## src/rtl/mem_access_ctrl.sv

```systemverilog
// mem_access_ctrl: sequential load/store controller in front of memory_unit.
// Accepts one request at a time, presents a stable address/data/word-select
// for one setup cycle plus WAIT_CYCLES enabled cycles, and returns load data
// extended to 32 bits. Completion is timed by a wait-state counter because
// the memory's MFC pulse is zero-width.
// Optional feature: define MEM_ALIGN_CHECK_EN to reject misaligned halfword,
// misaligned word and reserved-size requests with a one-cycle fault response.
module mem_access_ctrl #(
  parameter int unsigned WAIT_CYCLES = 32'd2
) (
  input  logic        clk,
  input  logic        rst_n,
  input  logic        req_valid,
  output logic        req_ready,
  input  logic        req_write,
  input  logic [1:0]  req_size,
  input  logic        req_signed,
  input  logic [31:0] req_addr,
  input  logic [31:0] req_wdata,
  output logic        rsp_valid,
  output logic [31:0] rsp_rdata,
  output logic        rsp_fault,
  output logic        mem_enable,
  output logic        mem_readwrite,
  output logic [31:0] mem_address,
  output logic [31:0] mem_datain,
  output logic [1:0]  mem_word_sel,
  input  logic [31:0] mem_dataout
);

  typedef enum logic [2:0] {
    ST_IDLE   = 3'd0,
    ST_SETUP  = 3'd1,
    ST_ACCESS = 3'd2,
    ST_RESP   = 3'd3,
    ST_FAULT  = 3'd4
  } state_t;

  // Counter reload: ACCESS lasts WAIT_CYCLES cycles, ending when the count hits 0.
  localparam logic [3:0] WAIT_LOAD = 4'(WAIT_CYCLES - 32'd1);

  // Right-aligned store data placed on the bus with unused upper bits cleared.
  function automatic logic [31:0] store_format(input logic [1:0] size, input logic [31:0] wdata);
    logic [31:0] res;
    case (size)
      2'b10:   res = wdata;
      2'b01:   res = {16'h0000, wdata[15:0]};
      default: res = {24'h000000, wdata[7:0]};
    endcase
    return res;
  endfunction

  // Keep only the bits memory actually drove for this size; the rest are stale.
  function automatic logic [31:0] load_extend(input logic [1:0] size, input logic sgn,
                                              input logic [31:0] raw);
    logic [31:0] res;
    case (size)
      2'b10:   res = raw;
      2'b01:   res = {{16{sgn & raw[15]}}, raw[15:0]};
      default: res = {{24{sgn & raw[7]}}, raw[7:0]};
    endcase
    return res;
  endfunction

`ifdef MEM_ALIGN_CHECK_EN
  // Alignment violations: odd halfword, non-word-aligned word, reserved size.
  function automatic logic align_fault(input logic [1:0] size, input logic [1:0] addr_lo);
    logic res;
    case (size)
      2'b01:   res = addr_lo[0];
      2'b10:   res = (addr_lo != 2'b00);
      2'b11:   res = 1'b1;
      default: res = 1'b0;
    endcase
    return res;
  endfunction
`endif

  state_t      state_q, state_d;
  logic        write_q, write_d;
  logic [1:0]  size_q, size_d;
  logic        signed_q, signed_d;
  logic [31:0] addr_q, addr_d;
  logic [31:0] wdata_q, wdata_d;
  logic [3:0]  cnt_q, cnt_d;
  logic [31:0] rdata_q, rdata_d;
  logic        req_ready_q, req_ready_d;
  logic        rsp_valid_q, rsp_valid_d;
  logic        rsp_fault_q, rsp_fault_d;
  logic        mem_enable_q, mem_enable_d;
  logic        mem_readwrite_q, mem_readwrite_d;
  logic [31:0] mem_address_q, mem_address_d;
  logic [31:0] mem_datain_q, mem_datain_d;
  logic [1:0]  mem_word_sel_q, mem_word_sel_d;
  logic        busy_s;

  // Next-state, request latching, wait counting and load capture.
  always_comb begin
    state_d  = state_q;
    write_d  = write_q;
    size_d   = size_q;
    signed_d = signed_q;
    addr_d   = addr_q;
    wdata_d  = wdata_q;
    cnt_d    = cnt_q;
    rdata_d  = 32'h0000_0000;
    case (state_q)
      ST_IDLE: begin
        if (req_valid) begin
          write_d  = req_write;
          size_d   = req_size;
          signed_d = req_signed;
          addr_d   = req_addr;
          wdata_d  = req_wdata;
`ifdef MEM_ALIGN_CHECK_EN
          if (align_fault(req_size, req_addr[1:0])) begin
            state_d = ST_FAULT;
          end else begin
            state_d = ST_SETUP;
          end
`else
          state_d  = ST_SETUP;
`endif
        end else begin
          state_d = ST_IDLE;
        end
      end
      ST_SETUP: begin
        state_d = ST_ACCESS;
        cnt_d   = WAIT_LOAD;
      end
      ST_ACCESS: begin
        if (cnt_q == 4'd0) begin
          state_d = ST_RESP;
          rdata_d = write_q ? 32'h0000_0000 : load_extend(size_q, signed_q, mem_dataout);
        end else begin
          cnt_d = cnt_q - 4'd1;
        end
      end
      ST_RESP:  state_d = ST_IDLE;
      ST_FAULT: state_d = ST_IDLE;
      default:  state_d = ST_IDLE;
    endcase
  end

  // Output values for the state being entered, so every output is a flop.
  always_comb begin
    busy_s          = (state_d == ST_SETUP) || (state_d == ST_ACCESS);
    req_ready_d     = (state_d == ST_IDLE);
    rsp_valid_d     = (state_d == ST_RESP) || (state_d == ST_FAULT);
    rsp_fault_d     = (state_d == ST_FAULT);
    mem_enable_d    = (state_d == ST_ACCESS);
    mem_readwrite_d = busy_s ? ~write_d : 1'b0;
    mem_address_d   = busy_s ? addr_d : 32'h0000_0000;
    mem_datain_d    = busy_s ? store_format(size_d, wdata_d) : 32'h0000_0000;
    mem_word_sel_d  = busy_s ? size_d : 2'b00;
  end

  // State and output registers; reset drops mem_enable without waiting for a clock.
  always_ff @(posedge clk or negedge rst_n) begin
    if (!rst_n) begin
      state_q         <= ST_IDLE;
      write_q         <= 1'b0;
      size_q          <= 2'b00;
      signed_q        <= 1'b0;
      addr_q          <= 32'h0000_0000;
      wdata_q         <= 32'h0000_0000;
      cnt_q           <= 4'd0;
      rdata_q         <= 32'h0000_0000;
      req_ready_q     <= 1'b1;
      rsp_valid_q     <= 1'b0;
      rsp_fault_q     <= 1'b0;
      mem_enable_q    <= 1'b0;
      mem_readwrite_q <= 1'b0;
      mem_address_q   <= 32'h0000_0000;
      mem_datain_q    <= 32'h0000_0000;
      mem_word_sel_q  <= 2'b00;
    end else begin
      state_q         <= state_d;
      write_q         <= write_d;
      size_q          <= size_d;
      signed_q        <= signed_d;
      addr_q          <= addr_d;
      wdata_q         <= wdata_d;
      cnt_q           <= cnt_d;
      rdata_q         <= rdata_d;
      req_ready_q     <= req_ready_d;
      rsp_valid_q     <= rsp_valid_d;
      rsp_fault_q     <= rsp_fault_d;
      mem_enable_q    <= mem_enable_d;
      mem_readwrite_q <= mem_readwrite_d;
      mem_address_q   <= mem_address_d;
      mem_datain_q    <= mem_datain_d;
      mem_word_sel_q  <= mem_word_sel_d;
    end
  end

  assign req_ready     = req_ready_q;
  assign rsp_valid     = rsp_valid_q;
  assign rsp_fault     = rsp_fault_q;
  assign rsp_rdata     = rdata_q;
  assign mem_enable    = mem_enable_q;
  assign mem_readwrite = mem_readwrite_q;
  assign mem_address   = mem_address_q;
  assign mem_datain    = mem_datain_q;
  assign mem_word_sel  = mem_word_sel_q;

endmodule

```

## config.mk

```make
export PLATFORM = sky130hd
export DESIGN_NAME = mem_access_ctrl
export DESIGN_NICKNAME = d
export VERILOG_FILES = /design/src/rtl/mem_access_ctrl.sv
export SDC_FILE = /design/constraint.sdc
export NUM_CORES = 1
export LEC_CHECK = 0
export CORE_UTILIZATION = 67
export DETAILED_ROUTE_END_ITERATION = 16
export DONT_BUFFER_PORTS = 1
export PLACE_DENSITY = 0.94
export SLEW_MARGIN = 10
export SYNTH_ARGS = -nofsm -noshare
export SYNTH_HDL_FRONTEND = slang
export SYNTH_SLANG_ARGS = --single-unit
```

## constraint.sdc

```tcl
create_clock -name clk -period 3.8 [get_ports clk]
set_clock_uncertainty 0.1 [all_clocks]
set_input_delay 0.76 -clock clk [delete_from_list [all_inputs] [get_ports clk]]
set_output_delay 0.76 -clock clk [all_outputs]
set_load 0.1 [all_outputs]
```

# [Yosys cells after proc, flatten, opt, wreduce, memory -nomap -nowiden]
# Cells that the tools add are included.
[totals] register_bits=178 input_bits=103 output_inout_bits=103 wordCells=61
[op_classes] addsub=1 eq_ne=11 n_mux=22 bitwise=3 n_reduce_logical=8
[ops] operator="two-way mux 32 bit" count=9
[ops] operator="case mux 32 bit (2 select lines)" count=2
[ops] operator="== test 3 x 2 -> 1 bit (second input constant)" count=3
[ops] operator="case mux 3 bit (3 select lines)" count=1
[ops] operator="case mux 4 bit (2 select lines)" count=1
[ops] operator="== test 3 x 1 -> 1 bit (second input constant)" count=2
[ops] operator="zero test 3 bit" count=2
[ops] operator="two-way mux 2 bit" count=3
[ops] operator="== test 2 x 1 -> 1 bit (second input constant)" count=2
[ops] operator="== test 2 bit (second input constant)" count=2
[ops] operator="zero test 4 bit" count=1
[ops] operator="two-way mux 1 bit" count=4
[ops] operator="two-way mux 4 bit" count=1
[ops] operator="AND reduction 2 bit" count=2
[ops] operator="subtractor 4 x 1 -> 4 bit (second input constant)" count=1
[ops] operator="== test 3 bit (second input constant)" count=1
[ops] operator="two-way mux 3 bit" count=1
[ops] operator="AND 1 bit" count=2
[ops] operator="logical OR 1 bit" count=2
[ops] operator="inequality test 2 bit (second input constant)" count=1
[ops] operator="nonzero test 2 bit" count=1
[ops] operator="inverter 1 bit" count=1

# [Logic depth before layout (Yosys ltp)]
[logic_depth] depth_word=6 mapped_depth=9 mapped_depth_nobuf=7

# [Worst setup path after synthesis]
# Ideal clock, no wire load.
[synth_timing] path_type="input-to-reg" startpoint="input req_valid" endpoint="register mem_datain_q[11] (netlist: mem_datain[11])" setup_ns=0.088 arrival_ns=2.389 required_ns=3.612 slack_ns=1.223 stages=7 n_path_buf=1 path_cell_list="nor4b_4 -> buf_2 -> mux2i_1 -> inv_1 -> ha_1 -> a211o_1 -> nor3b_1"
[synth_between] elab_chain_cells=5 word_cells_on_any_way=13 classes_between="eq/ne: 4; mux: 8; reduce/logical: 1"
[synth_lines] item="from (decl)" line="13" rtl="input logic req_valid,"
[synth_lines] item="two-way mux 2 bit *" line="109" rtl="if (req_valid) begin"
[synth_lines] item="two-way mux 2 bit *" line="107" rtl="case (state_q)"
[synth_lines] item="named net size_d[1]" line="81" rtl="logic [1:0] size_q, size_d;"
[synth_lines] item="== test 2 x 1 -> 1 bit / == test 2 bit (equally long branches)" line="45" rtl="case (size)"
[synth_lines] item="case mux 32 bit (2 select lines) *" line="45"
[synth_lines] item="two-way mux 32 bit *" line="155" rtl="mem_datain_d = busy_s ? store_format(size_d, wdata_d) : 32'h0000_0000;"
[synth_lines] item="named net mem_datain_d[11]" line="93" rtl="logic [31:0] mem_datain_q, mem_datain_d;"
[synth_lines] item="to (signal assigned)" line="193" rtl="mem_datain_q <= mem_datain_d;"
[synth_lines] item="to (decl)" line="93"
# The timed path passes the listed nets; every way through them passes the cells marked *.
# A chain may end at the register's enable or synchronous reset.

# [Worst setup path in the final report]
[layout_timing] startpoint="register state_q[0]" endpoint="register mem_datain_q[13] (netlist: mem_datain[13])"
[layout_between] elab_chain_cells=5 word_cells_on_any_way=14 classes_between="eq/ne: 6; mux: 6; reduce/logical: 2"
[layout_lines] item="from (decl)" line="79" rtl="state_t state_q, state_d;"
[layout_lines] item="from (signal assigned)" line="179" rtl="state_q <= state_d;"
[layout_lines] item="== test 3 x 2 -> 1 bit, or another cell as far along" line="107"
[layout_lines] item="case mux 3 bit (3 select lines) / two-way mux 2 bit (equally long branches)" line="107"
[layout_lines] item="== test 3 x 1 -> 1 bit, or another cell as far along" line="148" rtl="busy_s = (state_d == ST_SETUP) || (state_d == ST_ACCESS);"
[layout_lines] item="logical OR 1 bit / case mux 32 bit (2 select lines) (equally long branches)" line="148, 45"
[layout_lines] item="two-way mux 32 bit *" line="155"
[layout_lines] item="named net mem_datain_d[13]" line="93"
# Marks and branches as above.

==> run metrics <==
fin area=7210 um^2; # IOs=206; crit path cell chain=nor4b_4 -> buf_4 -> mux2i_1 -> ha_1 -> nor2_1 -> a211o_1 -> nor3b_1; Reg area=4460 um^2; CTS H-Tree Depth=4; fmax=0.355 GHz; Tightest Pin Transition=1.04 ns; gr ovfl total=0; fin crit share=74.2%; clock network power share=29.4%; sequential-to-total area share from yosys stat=67.9%; PwrDens=783 nW/um^2; synthesized flop and latch total=178; Avg Vias per Cell=5.82; hpwl dp=7.76 mm; CP top delay family=simple AND/OR/NAND/NOR gates; Initial Util=70.0%; total number of vias=3400; top-area cell type share of the netlist area=67.5%; Met1 Wirelength=4.72 mm; RSZ-0062 raised after global routing=no; # Post-CTS Setup Buffers=0; Layout area overhead=9.93%; via count of the first global-routing pass=3561; CP Max Fanout=27; outcome=finished, violations left; final wirelength=11.8 mm; Buf/Inv on CP=1; wire length per cell=20.2 um; setup violators final=0; GRT Total Usage=24.4%; TritonCTS clock tree=built; Mapped Cells=448; largest net degree at the start of global routing=179; leading area contributor after synthesis=dfrtp_1; CP Data Arrival Time=3.13 ns; MaxCap Viol Count=0; clk buf depth=2; Root Buffer=clkbuf_8; share of layout cells above drive strength 1=26.7%; CP Data Required Time=4.11 ns; Hold Vio Cnt, Final=177; metal3 WL=975 um; slowest CP cell=dfrtp_1; multi-input logic area=1960 um^2; Worst setup startpoint=state_q[0]$_DFF_PN0_; min-delay worst type=input port to asynchronous set/reset pin; WS Path Type=register to register; clock latency on the worst-skew pair=0.50 ns; WHS=-0.149 ns; Slew HR=30.2%; r2r startpoint=state_q[0]$_DFF_PN0_; CTS resizes=0; CTS clock-pin slew for the worst setup and hold paths=0.07 ns; fillcell total=569; Die Width=101 um; antenna violations before repair=1; Post-Route Utilization=77.0%; Netlist Area Pre-Place=6560 um^2; DRC viols=0; Switching Share=37.0%; CP Capture Type=register; Crit path largest cell delay=0.51 ns; dominant cells by area after synthesis=dfrtp_1 67%, mux2_2 10%, nor3b_1 6.5%; # nets final=550; yosys warns=0; global placer's final weighted congestion=0.777; Detail Route Antenna Nets=0; Sequential Power Share=56.8%; top routing layer used=met4; maximum VDD drop=0.000443 V; met2 routed WL=5.89 mm; first-pass GRT wire length=18.5 mm; Leak=3.17 nW; internal power=3.56 mW; chip height=101 um; Cell variety after synth=37; port buffer count=0; failing checks=negative hold slack; placed cell area=6640 um^2; CP startpoint kind=register; TritonCTS Buffers=17; area of the die=10200 um^2; Syn Area/Cell=14.6 um^2; combinational share of power=13.9%; TNS Setup=0 ns; first drt pass iteration count=4; Net Sw Power=2.09 mW; Sink Count=178; Final Max Slew Viols=0; fin crit period=2.82 ns; DR iter-0 viols=99; Core ar.=9370 um^2; row count=35
-- metrics by stage --
| step | std cells | hold WS (ns) | total power [mW] | worst slack (ns) |
|---|---|---|---|---|
| after floorplan | 449 | 0.345 | 3.85 | 1.22 |
| after global placement | 552 | 0.355 | 3.96 | 1.04 |
| after detailed placement | 552 | 0.366 | 4.03 | 0.743 |
| after CTS | 583 | -0.173 | 5.69 | 0.930 |
| after global routing | 584 | -0.184 | 5.89 | 0.760 |
| final | 584 | -0.149 | 5.65 | 0.980 |
-- cells by family after synthesis --
family	synth area share, %
AOI/OAI and AO/OA	3.60
xor gates and xnor gates	0.133
adders and majority gates	0.953
buffers and inverters	2.71
DFF	67.9
muxes	11.9
other	0.0571
and+or+nand+nor	12.7
-- cell usage in the layout (no fill, tap or decap), drive strengths merged, types with 4 or more instances in the layout --
master	count
mux2i	4
buf	4
nor3b	67
mux2	66
clkbuf	19
nor2	4
dfrtp	177
a21oi	26
ha	5
nand2	28
clkinvlp	4
and2	8
inv	10
nor3	5
-- cell type report --
type | instances | area share [%]
Antenna cell | 1 | 0.0347
Inverter | 6 | 0.312
Timing Repair Buffer | 4 | 0.590
Multi-Input combinational cell | 235 | 27.1
Clock buffer | 19 | 5.84
Clock inverter | 12 | 2.08
Sequential cell | 178 | 61.8
Tap cell | 129 | 2.24
-- per-layer routing --
metal  track usage [%]  vias to the layer above
met4              9.70                        0
met2              39.2                      135
li1                  -                     1522
met1              30.5                     1725
met5                 0                        -
met3              8.88                       18
-- sequential cells by signal, indices dropped and copies added (netlist names) --
| name | flops |
|---|---|
| addr_q | 32 |
| mem_address | 32 |
| mem_datain | 32 |
| rsp_rdata | 32 |
| wdata_q | 32 |
| cnt_q | 4 |
| state_q | 3 |
| mem_word_sel | 2 |
| size_q | 2 |
| mem_enable | 1 |
| mem_readwrite | 1 |
| req_ready | 1 |
| rsp_fault | 1 |
| rsp_valid | 1 |
| signed_q | 1 |
| write_q | 1 |
-- final timing paths --
check,cells past startpoint,slack (ns),end
min in group clk,1,0.28,rsp_rdata[5]$_DFF_PN0_
worst min-delay path,0,-0.15,wdata_q[26]$_DFF_PN0_
worst min register to register,1,0.38,wdata_q[10]$_DFF_PN0_
worst max register to register,7,0.98,mem_datain[13]$_DFF_PN0_
worst max-delay path,7,0.98,mem_datain[13]$_DFF_PN0_
max in group asynchronous,0,3.45,req_ready$_DFF_PN1_
-- synthesized netlist by cell type (all sizes together) --
library cell and instances:
nor3 5, a211o 1, o31ai 2, and2 8, mux2 66, a31oi 1, or3b 3, or2 1
xnor2 1, o211ai 1, ha 5, conb 1, or3 2, dfrtp 177, mux2i 4, o21ai 2
inv 6, nor3b 67, nor2 4, buf 18, dfstp 1, o21ba 1, a21oi 26, a2111o 1
nand2 28, clkbuf 12, nor4b 1, nand3 3
-- power by group through the flow --
stage | combinational (mW) | clock [mW] | sequential, mW
final | 0.783 | 1.66 | 3.21
after global routing | 0.864 | 1.78 | 3.25
after CTS | 0.790 | 1.69 | 3.21
after detailed placement | 0.789 | 0 | 3.24
after global placement | 0.734 | 0 | 3.23
after floorplan | 0.668 | 0 | 3.18
Note: power is estimated with default switching activity, not from simulation.
